## config.mk

```make
export PLATFORM = sky130hd
export DESIGN_NAME = ifetch_buffer
export DESIGN_NICKNAME = d
export VERILOG_FILES = /design/src/rtl/riscv_pkg.sv /design/src/rtl/fetch_fifo.sv /design/src/rtl/ifetch_buffer.sv
export SDC_FILE = /design/constraint.sdc
export NUM_CORES = 1
export LEC_CHECK = 0
export CORE_MARGIN = 1.5
export CORE_UTILIZATION = 45
export DETAILED_ROUTE_END_ITERATION = 10
export GPL_ROUTABILITY_DRIVEN = 0
export PLACE_DENSITY = 0.77
export SETUP_SLACK_MARGIN = 0.2
export SLEW_MARGIN = 20
export SYNTH_ARGS = -nofsm -noshare
export SYNTH_HDL_FRONTEND = slang
export SYNTH_SLANG_ARGS = --single-unit
```

## constraint.sdc

```tcl
create_clock -name clk -period 8.89 [get_ports clk]
set_clock_uncertainty 0.1 [all_clocks]
set_input_delay 2.2225 -clock clk [delete_from_list [all_inputs] [get_ports clk]]
set_output_delay 2.2225 -clock clk [all_outputs]
set_load 0.05 [all_outputs]
```

## src/rtl/riscv_pkg.sv

```systemverilog
// Shared RISC-V fetch definitions: data width, buffered fetch entry and the canonical NOP.
package riscv_pkg;

   localparam int XLEN = 32;

   localparam logic [XLEN-1:0] NOP = 32'h0000_0013;

   typedef struct packed {
      logic [XLEN-1:0] addr;
      logic [XLEN-1:0] data;
   } fetch_entry_t;

endpackage

```

## src/rtl/fetch_fifo.sv

```systemverilog
// Small in-order FIFO of fetched {addr, data} entries with a single-cycle flush.
module fetch_fifo
   import riscv_pkg::*;
#(
   parameter int DEPTH = 2
) (
   input  logic                         clk,
   input  logic                         reset,
   input  logic                         push,
   input  fetch_entry_t                 push_entry,
   input  logic                         pop,
   input  logic                         flush,
   output logic                         full,
   output logic                         empty,
   output fetch_entry_t                 head,
   output logic [$clog2(DEPTH+1)-1:0]   count
);

   localparam int AW = $clog2(DEPTH);
   localparam int CW = $clog2(DEPTH + 1);

   fetch_entry_t   mem [DEPTH];
   logic [AW-1:0]  wptr;
   logic [AW-1:0]  rptr;

   // NOTE: storage is deliberately not reset; count/pointers alone decide which slots are live.
   always_ff @(posedge clk) begin
      if (push && !flush) begin
         mem[wptr] <= push_entry;
      end
   end

   // NOTE: sequential state uses non-blocking assignments so every register samples pre-edge values.
   always_ff @(posedge clk or negedge reset) begin
      if (!reset) begin
         wptr  <= '0;
         rptr  <= '0;
         count <= '0;
      end else if (flush) begin
         wptr  <= '0;
         rptr  <= '0;
         count <= '0;
      end else begin
         if (push) wptr <= wptr + 1'b1;
         if (pop)  rptr <= rptr + 1'b1;
         count <= count + CW'(push) - CW'(pop);
      end
   end

   assign head  = mem[rptr];
   assign empty = (count == '0);
   assign full  = (count == CW'(DEPTH));

endmodule

```

## src/rtl/ifetch_buffer.sv

```systemverilog
// Instruction fetch buffer: prefetches sequential words ahead of pc and flushes on any pc mismatch.
module ifetch_buffer
   import riscv_pkg::*;
#(
   parameter logic [XLEN-1:0] RESET_PC = 32'h0000_0000,
   parameter int              DEPTH    = 2
) (
   input  logic            clk,
   input  logic            reset,
   input  logic [XLEN-1:0] pc,
   output logic [XLEN-1:0] instr,
   output logic            instr_valid,
   output logic            fetch_misaligned,
   output logic            mem_req,
   output logic [XLEN-1:0] mem_addr,
   input  logic            mem_gnt,
   input  logic            mem_rvalid,
   input  logic [XLEN-1:0] mem_rdata
);

   localparam int          CW      = $clog2(DEPTH + 1);
   localparam logic [CW:0] DEPTH_W = (CW+1)'(DEPTH);

   logic [XLEN-1:0] nf;
   logic [CW-1:0]   outstanding;
   logic [CW-1:0]   drop;

   fetch_entry_t    head;
   fetch_entry_t    push_entry;
   logic [CW-1:0]   fifo_count;
   logic            fifo_empty;
   logic            fifo_full;

   logic            aligned;
   logic            redirect;
   logic            pop;
   logic            push;
   logic            req_fire;
   logic            resp_accept;
   logic [CW-1:0]   live;
   logic [CW:0]     in_use;
   logic [XLEN-1:0] resp_addr;

   assign aligned          = (pc[1:0] == 2'b00);
   assign fetch_misaligned = reset && !aligned;
   assign instr_valid      = reset && aligned && !fifo_empty && (head.addr == pc);
   assign instr            = instr_valid ? head.data : '0;
   assign pop              = instr_valid;

   // A misaligned pc freezes the buffer rather than treating it as a jump target.
   assign redirect = reset && aligned &&
                     (( !fifo_empty && (head.addr != pc)) ||
                      (  fifo_empty && (outstanding == '0) && (nf != pc)));

   // The slot freed by this cycle's pop is credited so a full stream sustains one word per cycle.
   assign in_use   = {1'b0, fifo_count} + {1'b0, outstanding} - {{CW{1'b0}}, pop};
   assign mem_req  = reset && aligned && !redirect && (in_use < DEPTH_W);
   assign mem_addr = nf;
   assign req_fire = mem_req && mem_gnt;

   // Responses with nothing outstanding belong to requests abandoned by reset.
   assign resp_accept = mem_rvalid && (outstanding != '0);

   // Live requests were issued contiguously and end just below nf, so the oldest one's address is implied.
   assign live       = outstanding - drop;
   assign resp_addr  = nf - {{(XLEN-CW-2){1'b0}}, live, 2'b00};
   assign push       = resp_accept && (drop == '0) && !redirect && !fifo_full;
   assign push_entry = '{addr: resp_addr, data: mem_rdata};

   always_ff @(posedge clk or negedge reset) begin
      if (!reset) begin
         nf          <= RESET_PC;
         outstanding <= '0;
         drop        <= '0;
      end else if (redirect) begin
         nf          <= pc;
         outstanding <= outstanding - CW'(resp_accept);
         drop        <= outstanding - CW'(resp_accept);
      end else begin
         if (req_fire) nf <= nf + 32'd4;
         outstanding <= outstanding + CW'(req_fire) - CW'(resp_accept);
         if (resp_accept && (drop != '0)) drop <= drop - 1'b1;
      end
   end

   fetch_fifo #(
      .DEPTH (DEPTH)
   ) u_fifo (
      .clk        (clk),
      .reset      (reset),
      .push       (push),
      .push_entry (push_entry),
      .pop        (pop),
      .flush      (redirect),
      .full       (fifo_full),
      .empty      (fifo_empty),
      .head       (head),
      .count      (fifo_count)
   );

endmodule

```

==> flow_summary.json, run 1 <==
{
  "hold_viol": 0,
  "synth_nets": 802,
  "layout_commonest_cell": "clkdlybuf4s50_1",
  "power.switching_mw": 1.26,
  "routed_wl_um": 21900,
  "hold_ws_ns": 0.448,
  "seq_area_frac_synth_pct": 56.1,
  "vias": 6184,
  "async_flop_share_pct": 23.8,
  "timing.final.crit_share_pct": 90.6,
  "antenna_left": 0,
  "clockRootBuffer": "clkbuf_16",
  "synthCells": 721,
  "synth_top_cell_area_share_pct": 44.5,
  "cp-end-kind": "output pin",
  "clk_pin_slew_worst_paths_ns": 0.06,
  "p_int_mw": 2.00,
  "start_util_pct": 46.0,
  "max_slew_margin_pct": 35.9,
  "finish.utilization_pct": 57.3,
  "ys_types": 57,
  "drt_iter0_drc": 593,
  "numCtsBuffers": 17,
  "ios": 135,
  "peakVddDrop_mv": 0.154,
  "grt_max_degree": 48,
  "p_seq_share_pct": 39.5,
  "combPwrFrac_pct": 36.0,
  "setup_viol": 0,
  "track_usage_pct": 22.6,
  "avgSynthCellArea_sq_um": 12.0,
  "synth_area_leader_cell": "edfxtp_1",
  "area_growth_pct": 24.6,
  "wl_per_cell_um": 20.3,
  "diodes": 0,
  "dp_slack_ns": 0.955,
  "cts_tree": "built",
  "cp-start-kind": "input port",
  "via_per_inst": 5.75,
  "htree_levels": 4,
  "worstPathArrival_ns": 5.74,
  "tns_ns": 0,
  "setup_slack_ns": 0.832,
  "die_h_um": 142,
  "synth_area_leaders": "edfxtp_1, dfrtp_1, xnor2_1",
  "yosys_most_used_dff": "edfxtp_1",
  "synth_edf_count": 128,
  "rsz0062_at_grt": "false",
  "clockBufferDepth": 2,
  "seq_area_sq_um": 4850,
  "slew_violations": 0,
  "yosysWarnings": 0,
  "criticalPathCategory": "in -> out",
  "grt_pass1_vias": 6059,
  "final_cell_mix": "clkdlybuf4s50_1, edfxtp_1, xnor2_1, nor2_1, mux2i_1",
  "min_period_ns": 8.06,
  "drc": 0,
  "io_buffers": 134,
  "worstPathMaxFanout": 4,
  "placeableCoreArea_sq_um": 18800,
  "power.leakage_nw": 3.52,
  "cap_violations": 0,
  "die-area_sq_um": 20000,
  "detailed_place_hpwl_um": 15000,
  "antenna_found_initial": 1,
  "nets": 911,
  "grt-ovfl-total": 0,
  "swShare_pct": 38.7,
  "postCtsSetupBuffers": 0,
  "worstMarginPinSlew_ns": 0.959,
  "die_w_um": 142,
  "clk_latency_ns": 0.43,
  "power_density_nw_per_um2": 302,
  "status": "finished clean",
  "cts.sinks": 168,
  "std_cell_rows": 50,
  "fmax_mhz": 124,
  "multi_input_area_sq_um": 3490,
  "fillers": 1537,
  "dr.pass1.iters": 5,
  "hp-class": "reg -> reg",
  "synth_seq_cells": 168,
  "hold_buffers": 0,
  "required_ns": 6.57,
  "cts_resized": 0,
  "grt_pass1_wl_um": 33900,
  "pwr-share-clk_pct": 24.5,
  "netlist_area_sq_um": 8640,
  "final_layout_size_suffix_gt1_share_pct": 7.96
}
-- area by class of cell --
type	instances	share of cell area, %
clock buffers	19	4.02
clock inverters	12	1.84
repair buffers	147	13.4
multi-input cells	482	32.5
well taps	234	2.72
inverters	14	0.488
flip-flops and latches	168	45.1
-- metrics by stage --
stage	power (mW)	instances	area [sq um]
3_3_place_gp	2.43	1045	10100
5_1_grt	3.42	1076	10800
3_5_place_dp	2.45	1045	10100
6_report	3.25	1076	10800
2_1_floorplan	2.07	721	8640
4_1_cts	3.25	1076	10800
-- power groups by stage --
stage          combinational (mW)  clock, mW  sequential (mW)
6_report                     1.17      0.797             1.29
4_1_cts                      1.16      0.806             1.28
3_3_place_gp                 1.14          0             1.29
2_1_floorplan               0.699          0             1.37
5_1_grt                      1.27      0.841             1.31
3_5_place_dp                 1.16          0             1.30
-- worst max-delay path, cell delays in order --
cell and delay (ns):
clkdlybuf4s50_1 0.50, xnor2_1 0.17, nor4_1 0.61, o211ai_1 0.24, nor3_1 0.19, nand4_1 0.15
inv_1 0.12, ha_1 0.23, inv_1 0.08, nand2_1 0.07, fa_1 0.38, xor2_1 0.17
nand3_1 0.11, nor2_1 0.29, buf_12 0.19
-- cell families after synthesis --
family,count (synthesis),share of synthesized area [%]
flops,168,56.1
buf+inv,71,3.59
xor+xnor,106,10.8
fa+ha+maj,13,2.06
simple gates,215,12.9
compound gates,83,7.11
mux,65,7.53
-- metal layers --
layer | up-vias | track usage, % | routed length, um
li1 | 2860 | - | -
met1 | 3022 | 29.9 | 9060
met2 | 256 | 35.2 | 10300
met3 | 44 | 6.21 | 1880
met4 | 2 | 9.22 | 580
met5 | - | 0 | 14
-- sequential cells by signal (all words and copies together) (netlist names) --
register / cells
u_fifo.rptr: 1
mem_addr: 32
u_fifo.mem: 128
outstanding: 2
u_fifo.wptr: 1
drop: 2
u_fifo.count: 2
-- worst paths after layout --
check | slack [ns] | end | cells after the start | startpoint
setup / recovery | 0.83 | mem_req | 15 | pc[0]
hold / removal | 0.45 | drop[1] | 2 | drop[1]
setup reg to reg | 3.07 | mem_addr[17] | 17 | u_fifo.rptr
hold reg to reg | 0.45 | drop[1] | 2 | drop[1]
max in group asynchronous | 6.33 | u_fifo.rptr | 2 | reset
min in group asynchronous | 1.90 | drop[0] | 2 | reset
-- synthesized netlist by cell type, drive strengths merged, types with 12 or more instances --
cell type / count
a21oi: 18
buf: 23
clkbuf: 34
dfrtp: 40
edfxtp: 128
inv: 14
mux2i: 65
nand2: 31
nand3: 24
nand4: 12
nor2: 66
nor3: 22
nor4: 16
xnor2: 85
xor2: 21
Power figures use the tool's default switching activity.
==> run 2: changes to the inputs <==
- CAP_MARGIN: default -> 20
- RECOVER_POWER: default -> 25
==> flow_summary.json, run 2 (same netlist as run 1, synthesis figures left out) <==
{
  "worstPathArrival_ns": 5.74,
  "drt_iter0_drc": 593,
  "io_buffers": 134,
  "drc": 0,
  "nets": 911,
  "antenna_found_initial": 1,
  "start_util_pct": 46.0,
  "grt-ovfl-total": 0,
  "die_h_um": 142,
  "slew_violations": 42,
  "detailed_place_hpwl_um": 15000,
  "hold_viol": 0,
  "die_w_um": 142,
  "clk_latency_ns": 0.43,
  "std_cell_rows": 50,
  "grt_pass1_wl_um": 33900,
  "peakVddDrop_mv": 0.154,
  "worstPathMaxFanout": 4,
  "largest_reg_flops": 128,
  "ios": 135,
  "worstReg2RegStart": "u_fifo.rptr",
  "die-area_sq_um": 20000,
  "via_per_inst": 5.77,
  "rsz0062_at_grt": "false",
  "cts.sinks": 168,
  "setup_viol": 0,
  "clk_pin_slew_worst_paths_ns": 0.06,
  "tns_ns": 0,
  "dpl-instance-area_sq_um": 10100,
  "fmax_mhz": 124,
  "numCtsBuffers": 17,
  "startpoint": "pc[0]",
  "cp-end-kind": "output pin",
  "hold_buffers": 0,
  "min_from": "drop[1]",
  "regMostFlops": "u_fifo.mem",
  "timing.final.crit_share_pct": 90.7,
  "cts_resized": 0,
  "min_period_ns": 8.06,
  "cts_tree": "built",
  "routed_wl_um": 21900,
  "track_usage_pct": 22.6,
  "postCtsSetupBuffers": 0,
  "final_cell_mix": "edfxtp_1, clkdlybuf4s50_1, xnor2_1, nor2_1, mux2i_1",
  "power.leakage_nw": 3.52,
  "finish.utilization_pct": 57.3,
  "violations": "max-capacitance violations, max-slew violations",
  "vias": 6204,
  "total_power_mw": 3.26,
  "power_density_nw_per_um2": 303,
  "hp-class": "reg -> reg",
  "final_layout_size_suffix_gt1_share_pct": 7.72,
  "criticalPathCategory": "in -> out",
  "dr.pass1.iters": 5,
  "layout_commonest_cell": "edfxtp_1",
  "clockRootBuffer": "clkbuf_16",
  "max_slew_margin_pct": -69.2,
  "cap_violations": 1,
  "cp-start-kind": "input port",
  "grt_pass1_vias": 6059,
  "worstMarginPinSlew_ns": 2.54,
  "status": "finished, violations left",
  "htree_levels": 4,
  "antenna_left": 0,
  "wl_per_cell_um": 20.4,
  "clockBufferDepth": 2,
  "area_growth_pct": 24.6,
  "placeableCoreArea_sq_um": 18800,
  "diodes": 0,
  "fin_area_sq_um": 10800,
  "grt_max_degree": 48,
  "required_ns": 6.57
}
[run 2: cell count changes in the layout (fill, tap and decap cells not counted), sizes merged]
cell           before  now
dlygate4sd3         0   32
clkbuf             19   21
buf                15   13
clkdlybuf4s50     132  100
[run 2: metal layers]
metal  wire length [um]  GRT usage [%]  up-vias
met2              10400           35.2      263
met3               1830           6.21       40
met4                555           9.22        2
met5                 14              0        -
li1                   -              -     2860
met1               9100           29.9     3039
[run 2: area by class of cell]
type                            instances  area [sq um]
Clock buffer                           19           433
Clock inverter                         12           198
Fill cell                            1537          8010
Inverter                               14          52.6
Multi-Input combinational cell        482          3490
Sequential cell                       168          4850
Tap cell                              234           293
Timing Repair Buffer                  147          1440
[run 2: worst paths after layout]
| check | to | slack, ns | cells past startpoint |
|---|---|---|---|
| max | mem_req | 0.83 | 15 |
| min | drop[1] | 0.45 | 2 |
| max reg2reg | mem_addr[17] | 3.08 | 17 |
| min reg2reg | drop[1] | 0.45 | 2 |
| max in group asynchronous | u_fifo.rptr | 4.10 | 2 |
| min in group asynchronous | drop[0] | 2.80 | 2 |
[run 2: where the power goes]
part / switching [mW] / leakage, nW / internal [mW] / total, mW
Combinational: 0.733 / 1.61 / 0.439 / 1.17
Sequential: 0.228 / 1.61 / 1.06 / 1.29
Clock: 0.302 / 0.307 / 0.497 / 0.799
Total: 1.26 / 3.52 / 1.99 / 3.26
[run 2: metrics by stage]
| stage | setup WS (ns) | hold slack (ns) | instances |
|---|---|---|---|
| 2_1_floorplan | 0.847 | 0.397 | 721 |
| 3_3_place_gp | 1.04 | 0.432 | 1045 |
| 3_5_place_dp | 0.955 | 0.433 | 1045 |
| 6_report | 0.831 | 0.448 | 1076 |
| 5_1_grt | 0.644 | 0.490 | 1076 |
| 4_1_cts | 0.912 | 0.449 | 1076 |
[run 2: critical path, cell delays in order]
cell and delay [ns]:
clkdlybuf4s50_1 0.50, xnor2_1 0.17, nor4_1 0.61, o211ai_1 0.24
nor3_1 0.19, nand4_1 0.16, inv_1 0.12, ha_1 0.24
inv_1 0.08, nand2_1 0.07, fa_1 0.38, xor2_1 0.17
nand3_1 0.11, nor2_1 0.29, buf_12 0.19
